<file path="config.mk">
export PLATFORM = sky130hd
export DESIGN_NAME = ram_block_engine
export DESIGN_NICKNAME = d
export VERILOG_FILES = /design/src/rtl/ram_block_engine.sv
export SDC_FILE = /design/constraint.sdc
export NUM_CORES = 1
export LEC_CHECK = 0
export ABC_CLOCK_PERIOD_IN_PS = 4450
export BUFFER_PORTS_ARGS = -buffer_cell sky130_fd_sc_hd__buf_2
export CORE_AREA = 2 2 119 121
export DETAILED_ROUTE_END_ITERATION = 7
export DIE_AREA = 0 0 121 123
export SYNTH_ARGS = -nofsm -noshare
export SYNTH_HDL_FRONTEND = slang
export SYNTH_SLANG_ARGS = --single-unit
</file>
<file path="constraint.sdc">
create_clock -name clk -period 4.45 [get_ports clk]
set_input_delay 0.89 -clock clk [delete_from_list [all_inputs] [get_ports clk]]
set_output_delay 0.89 -clock clk [all_outputs]
set_load 0.03 [all_outputs]
</file>
<file path="src/rtl/ram_block_engine.sv">
// Block-transfer engine in front of the 1024x10 RAM: FILL, COPY and SUM over
// a contiguous address range. While busy it owns the RAM write_enable,
// address and data_in lines, all driven from registers.
module ram_block_engine #(
  parameter int ADDR_W = 10,
  parameter int DATA_W = 10
) (
  input  logic              clk,
  input  logic              reset,
  input  logic              start,
  input  logic [1:0]        mode,
  input  logic [ADDR_W-1:0] src_addr,
  input  logic [ADDR_W-1:0] dst_addr,
  input  logic [ADDR_W-1:0] length,
  input  logic [DATA_W-1:0] fill_value,
  output logic              busy,
  output logic              done,
  output logic [DATA_W-1:0] result,
  output logic              ram_write_enable,
  output logic [ADDR_W-1:0] ram_address,
  output logic [DATA_W-1:0] ram_data_in,
  input  logic [DATA_W-1:0] ram_data_out
);

  typedef enum logic [2:0] {
    S_IDLE, S_FILL, S_COPY_RD, S_COPY_WR, S_SUM, S_DONE
  } state_t;

  state_t            state, state_n;
  logic [ADDR_W-1:0] idx, idx_n, idx_inc;
  logic [ADDR_W-1:0] src_q, src_n, dst_q, dst_n, len_q, len_n;
  logic [DATA_W-1:0] fill_q, fill_n, acc, acc_n, result_n;
  logic              we_n;
  logic [ADDR_W-1:0] addr_n;
  logic [DATA_W-1:0] din_n;
  logic              last;

  assign idx_inc = idx + 1'b1;
  // idx is the word currently being accessed; the block ends after word len-1
  assign last    = (idx_inc == len_q);

  assign busy = (state == S_FILL) || (state == S_COPY_RD) ||
                (state == S_COPY_WR) || (state == S_SUM);
  assign done = (state == S_DONE);

  // Next state plus next values of the registered RAM port; the RAM sees the
  // access for word i during the cycle the FSM spends on word i.
  always_comb begin
    state_n  = state;
    idx_n    = idx;
    acc_n    = acc;
    result_n = result;
    src_n    = src_q;
    dst_n    = dst_q;
    len_n    = len_q;
    fill_n   = fill_q;
    we_n     = 1'b0;
    addr_n   = ram_address;
    din_n    = ram_data_in;
    case (state)
      S_IDLE: begin
        if (start) begin
          src_n  = src_addr;
          dst_n  = dst_addr;
          len_n  = length;
          fill_n = fill_value;
          idx_n  = '0;
          acc_n  = '0;
          if (length == '0 || mode == 2'b11) begin
            state_n = S_DONE;
          end else if (mode == 2'b00) begin
            state_n = S_FILL;
            addr_n  = dst_addr;
            din_n   = fill_value;
            we_n    = 1'b1;
          end else if (mode == 2'b01) begin
            state_n = S_COPY_RD;
            addr_n  = src_addr;
          end else begin
            state_n = S_SUM;
            addr_n  = src_addr;
          end
        end
      end
      S_FILL: begin
        if (last) begin
          state_n = S_DONE;
        end else begin
          idx_n  = idx_inc;
          addr_n = dst_q + idx_inc;
          din_n  = fill_q;
          we_n   = 1'b1;
        end
      end
      S_COPY_RD: begin
        // RAM read is combinational, so the source word is valid this cycle
        state_n = S_COPY_WR;
        addr_n  = dst_q + idx;
        din_n   = ram_data_out;
        we_n    = 1'b1;
      end
      S_COPY_WR: begin
        if (last) begin
          state_n = S_DONE;
        end else begin
          state_n = S_COPY_RD;
          idx_n   = idx_inc;
          addr_n  = src_q + idx_inc;
        end
      end
      S_SUM: begin
        acc_n = acc + ram_data_out;
        if (last) begin
          state_n  = S_DONE;
          result_n = acc_n;
        end else begin
          idx_n  = idx_inc;
          addr_n = src_q + idx_inc;
        end
      end
      S_DONE:  state_n = S_IDLE;
      default: state_n = S_IDLE;
    endcase
  end

  // State, operands and RAM port registers; reset drops write_enable at once
  always_ff @(posedge clk) begin
    if (reset) begin
      state            <= S_IDLE;
      idx              <= '0;
      acc              <= '0;
      result           <= '0;
      src_q            <= '0;
      dst_q            <= '0;
      len_q            <= '0;
      fill_q           <= '0;
      ram_write_enable <= 1'b0;
      ram_address      <= '0;
      ram_data_in      <= '0;
    end else begin
      state            <= state_n;
      idx              <= idx_n;
      acc              <= acc_n;
      result           <= result_n;
      src_q            <= src_n;
      dst_q            <= dst_n;
      len_q            <= len_n;
      fill_q           <= fill_n;
      ram_write_enable <= we_n;
      ram_address      <= addr_n;
      ram_data_in      <= din_n;
    end
  end

endmodule

</file>
==> impl_results.rst <==
.. list-table::
   :header-rows: 1

   * - Metric
     - Value
   * - Post-Synthesis Net Count
     - roughly 860
   * - Hold violation total from the final report
     - 0
   * - Pin count of the biggest net entering global routing
     - 67
   * - Run status
     - finished, final reports clean
   * - Count of inserted antenna diode cells
     - 0
   * - Ys flop type
     - dfxtp_1
   * - Core Rows
     - 43
   * - Number of cells upsized or downsized after cts
     - 0
   * - Post-Route WL
     - 17900 um
   * - Arrival time at the worst endpoint
     - roughly 3.8 ns
   * - Yosys warnings
     - 0
   * - Syn Area/Cell
     - 7.85 um2
   * - Number of levels the H-tree was split into
     - 3
   * - Via count of the first global-routing pass
     - 5643
   * - Pins over their slew limit
     - 0
   * - Netlist area before placement
     - 0.00604 mm2
   * - Detailed placement HPWL
     - between 10000 and 15000 um
   * - Final number of setup-violating endpoints
     - 0
   * - Wire per inst
     - 17.7 um
   * - Async set-reset flop share out of synthesis
     - 0
   * - Final min period
     - between 3 and 4 ns
   * - Start-to-end type of the worst setup path
     - flip-flop to flip-flop
   * - Util after Layout
     - 0.507
   * - Final ANT Viol Nets
     - 0
   * - Rel. slew slack
     - 0.311
   * - Max Clk Rate
     - between 200 and 300 MHz
   * - Max capacitance violation total
     - 0
   * - Leakage power total
     - 2.82 nW
   * - Relative area change from synthesis to final layout
     - 14.2%
   * - Classification of the worst-slack hold path
     - flip-flop to flip-flop
   * - Count of routing violations after the opening detailed-route iteration
     - 413
   * - Via density per instance
     - 5.77
   * - DRC violation count after routing
     - 0
   * - Number of library cell types mapped by synthesis
     - 72
   * - Synth top area cells
     - dfxtp_1, nand2_1, a21oi_1
   * - Area of the core
     - 0.0136 mm2
   * - Peak supply drop
     - 0.000195 V
   * - Number of hold buffers added after cts
     - 0
   * - Final global-route overflow total
     - 0
   * - Most used routing layer in global routing
     - met2
   * - Final Wtd Congestion
     - 0.959
   * - GRT Resource Usage Total
     - 0.247
   * - Most area-hungry cell type in the Yosys netlist
     - dfxtp_1
   * - Post-CTS setup buffer count
     - 0
   * - CTS Root Buffer Type
     - clkbuf_16
   * - Clock Path Buffers
     - 2
   * - CTS tree
     - done
   * - IO Pins
     - 88
   * - Die height
     - 123 um
   * - Setup repair after global routing missed its margin
     - no
   * - Pin slew with the least headroom to its limit
     - around 1.0 ns
   * - Met3 Track Usage GR
     - 0.0346
   * - Maximum fanout count along the critical path
     - 17
   * - Global-route wire length before repair
     - 28800 um
   * - Area used by sequential logic in the layout
     - 0.00188 mm2
   * - Worst path required time
     - 4.65 ns
   * - Later-pin clock latency in the skew report
     - 0.35 ns
   * - Synthesized netlist cell count
     - between 700 and 800
   * - Number of clock sinks seen by CTS
     - 94
   * - Vias
     - approximately 6000
   * - Seq cells post-synth
     - 94
   * - Fill cells
     - 1365
   * - Seq/Total Area, Yosys
     - 0.311
   * - Initial antenna violation count
     - 0
   * - Kind of start point of the critical path
     - flip-flop
   * - Endpoint type of the worst setup path
     - flip-flop
   * - Number of nets in the finished design
     - between 900 and 1000
   * - Post-synth EDFFs
     - 0
   * - Fin crit share
     - 0.815
   * - Initial core utilization
     - 0.444
   * - Fin Setup TNS
     - 0 ns
   * - Horizontal die dimension
     - 121 um
   * - Maximum clock skew at final layout
     - 0.00936 ns
   * - M1 GR Usage
     - 0.315
   * - DIE AREA
     - 0.0149 mm2
   * - Buffers on Ports
     - 87
   * - Synth top area share
     - 0.311
   * - Met2 usage
     - 0.425
   * - Layout cell share with drive strength beyond 1
     - 0.179
   * - Clock edge transition at the registers on the reported setup and hold paths
     - 0.07 ns
   * - Area of the multi-input gates
     - about 0.0038 mm2
   * - Pwr Density
     - 399 mW/mm2
   * - Detailed-routing iteration count for the pre-antenna-repair pass
     - 5
   * - Number of buffers added by the clock tree synthesis step
     - 9
-- critical path: stages (launching register included) --
cell	delay, ns
dfxtp_1	0.63
inv_1	0.33
a21oi_1	0.22
buf_4	0.22
mux2_2	0.36
ha_1	0.36
nand3_1	0.12
o211ai_1	0.24
o21ai_0	0.20
o21ai_0	0.27
xnor2_1	0.11
a221oi_1	0.31
a221oi_2	0.11
-- where the power goes --
part	switching (W)	total, W	leakage [nW]	internal (W)
combinational	0.000575	0.000880	1.88	0.000305
clock	0.000353	0.000865	0.163	0.000512
sequential	0.0000735	0.00101	0.768	0.000932
-- kinds of logic (layout without fill, tap and decap cells) --
family,Yosys count,count (layout),share of synthesized area
compound gates,223,223,0.245
xor+xnor,34,34,0.0561
fa+ha+maj,31,31,0.0679
buf+inv,74,138,0.0534
flops,94,94,0.311
mux,26,26,0.0454
simple gates,288,288,0.221
-- registers in the layout (all words and copies together), names as in the netlist --
name,flops
acc,10
dst_q,10
fill_q,10
idx,10
len_q,10
ram_address,10
ram_data_in,10
ram_write_enable,1
result,10
src_q,10
state,3
-- synthesized netlist by cell type (all sizes together), types with 3 or more instances --
| cell | number |
|---|---|
| a21o | 13 |
| mux2i | 15 |
| mux2 | 11 |
| nor2b | 4 |
| a311oi | 3 |
| a221oi | 8 |
| xnor3 | 3 |
| nand4 | 9 |
| o22ai | 12 |
| o22a | 4 |
| nor3 | 17 |
| o311ai | 4 |
| inv | 23 |
| o211ai | 5 |
| nand2b | 5 |
| or3 | 6 |
| o21bai | 3 |
| o21ai | 36 |
| fa | 3 |
| xor2 | 9 |
| o21a | 7 |
| nor4 | 8 |
| nor3b | 3 |
| nand3 | 35 |
| nand2 | 136 |
| buf | 10 |
| a31oi | 9 |
| ha | 28 |
| xnor2 | 22 |
| clkbuf | 41 |
| a211oi | 12 |
| dfxtp | 94 |
| and2 | 5 |
| a21oi | 90 |
| and3 | 6 |
| nor2 | 42 |
-- routing by layer --
layer	vias to the layer above	share of wire
met1	2770	0.43
met3	30	0.049
met2	157	0.49
met5	-	0
li1	2890	-
met4	0	0.023
-- cell usage in the layout (no fill, tap or decap), types with 13 or more instances in the layout --
master / n
nor2_1: 42
nand2_1: 135
nor3_1: 17
dfxtp_1: 94
o21ai_0: 34
xnor2_1: 22
buf_2: 87
inv_1: 22
ha_1: 28
a21oi_1: 90
a21o_1: 13
mux2i_1: 15
nand3_1: 35
-- per-stage QoR --
| step | hold slack, ns | std cells | power [W] | area, um2 | setup WS, ns |
|---|---|---|---|---|---|
| floorplan | 0.434 | 770 | 0.00165 | 6040 | 1.23 |
| global route | 0.483 | 1014 | 0.00289 | 6900 | 0.546 |
| global placement | 0.443 | 998 | 0.00189 | 6570 | 0.959 |
| finish | 0.456 | 1014 | 0.00275 | 6900 | 0.821 |
| detailed placement | 0.448 | 998 | 0.00190 | 6570 | 0.877 |
| CTS | 0.460 | 1014 | 0.00276 | 6900 | 0.862 |
-- final timing paths --
check / start / cells past startpoint / slack, ns / to
worst max-delay path: state[2]$_SDFFE_PP0P_ / 12 / 0.82 / ram_address[9]$_SDFFE_PP0P_
worst min-delay path: fill_q[6]$_SDFFE_PP0P_ / 2 / 0.46 / fill_q[6]$_SDFFE_PP0P_
worst max register to register: state[2]$_SDFFE_PP0P_ / 12 / 0.82 / ram_address[9]$_SDFFE_PP0P_
worst min register to register: fill_q[6]$_SDFFE_PP0P_ / 2 / 0.46 / fill_q[6]$_SDFFE_PP0P_
-- cell type report --
class,instances,share of cell area
Multi-Input combinational cell,602,0.558
Timing Repair Buffer,99,0.0762
Sequential cell,94,0.273
Clock inverter,6,0.0132
Clock buffer,10,0.0346
Tap cell,180,0.0327
Inverter,23,0.0125
(Power assumes the default switching activity.)
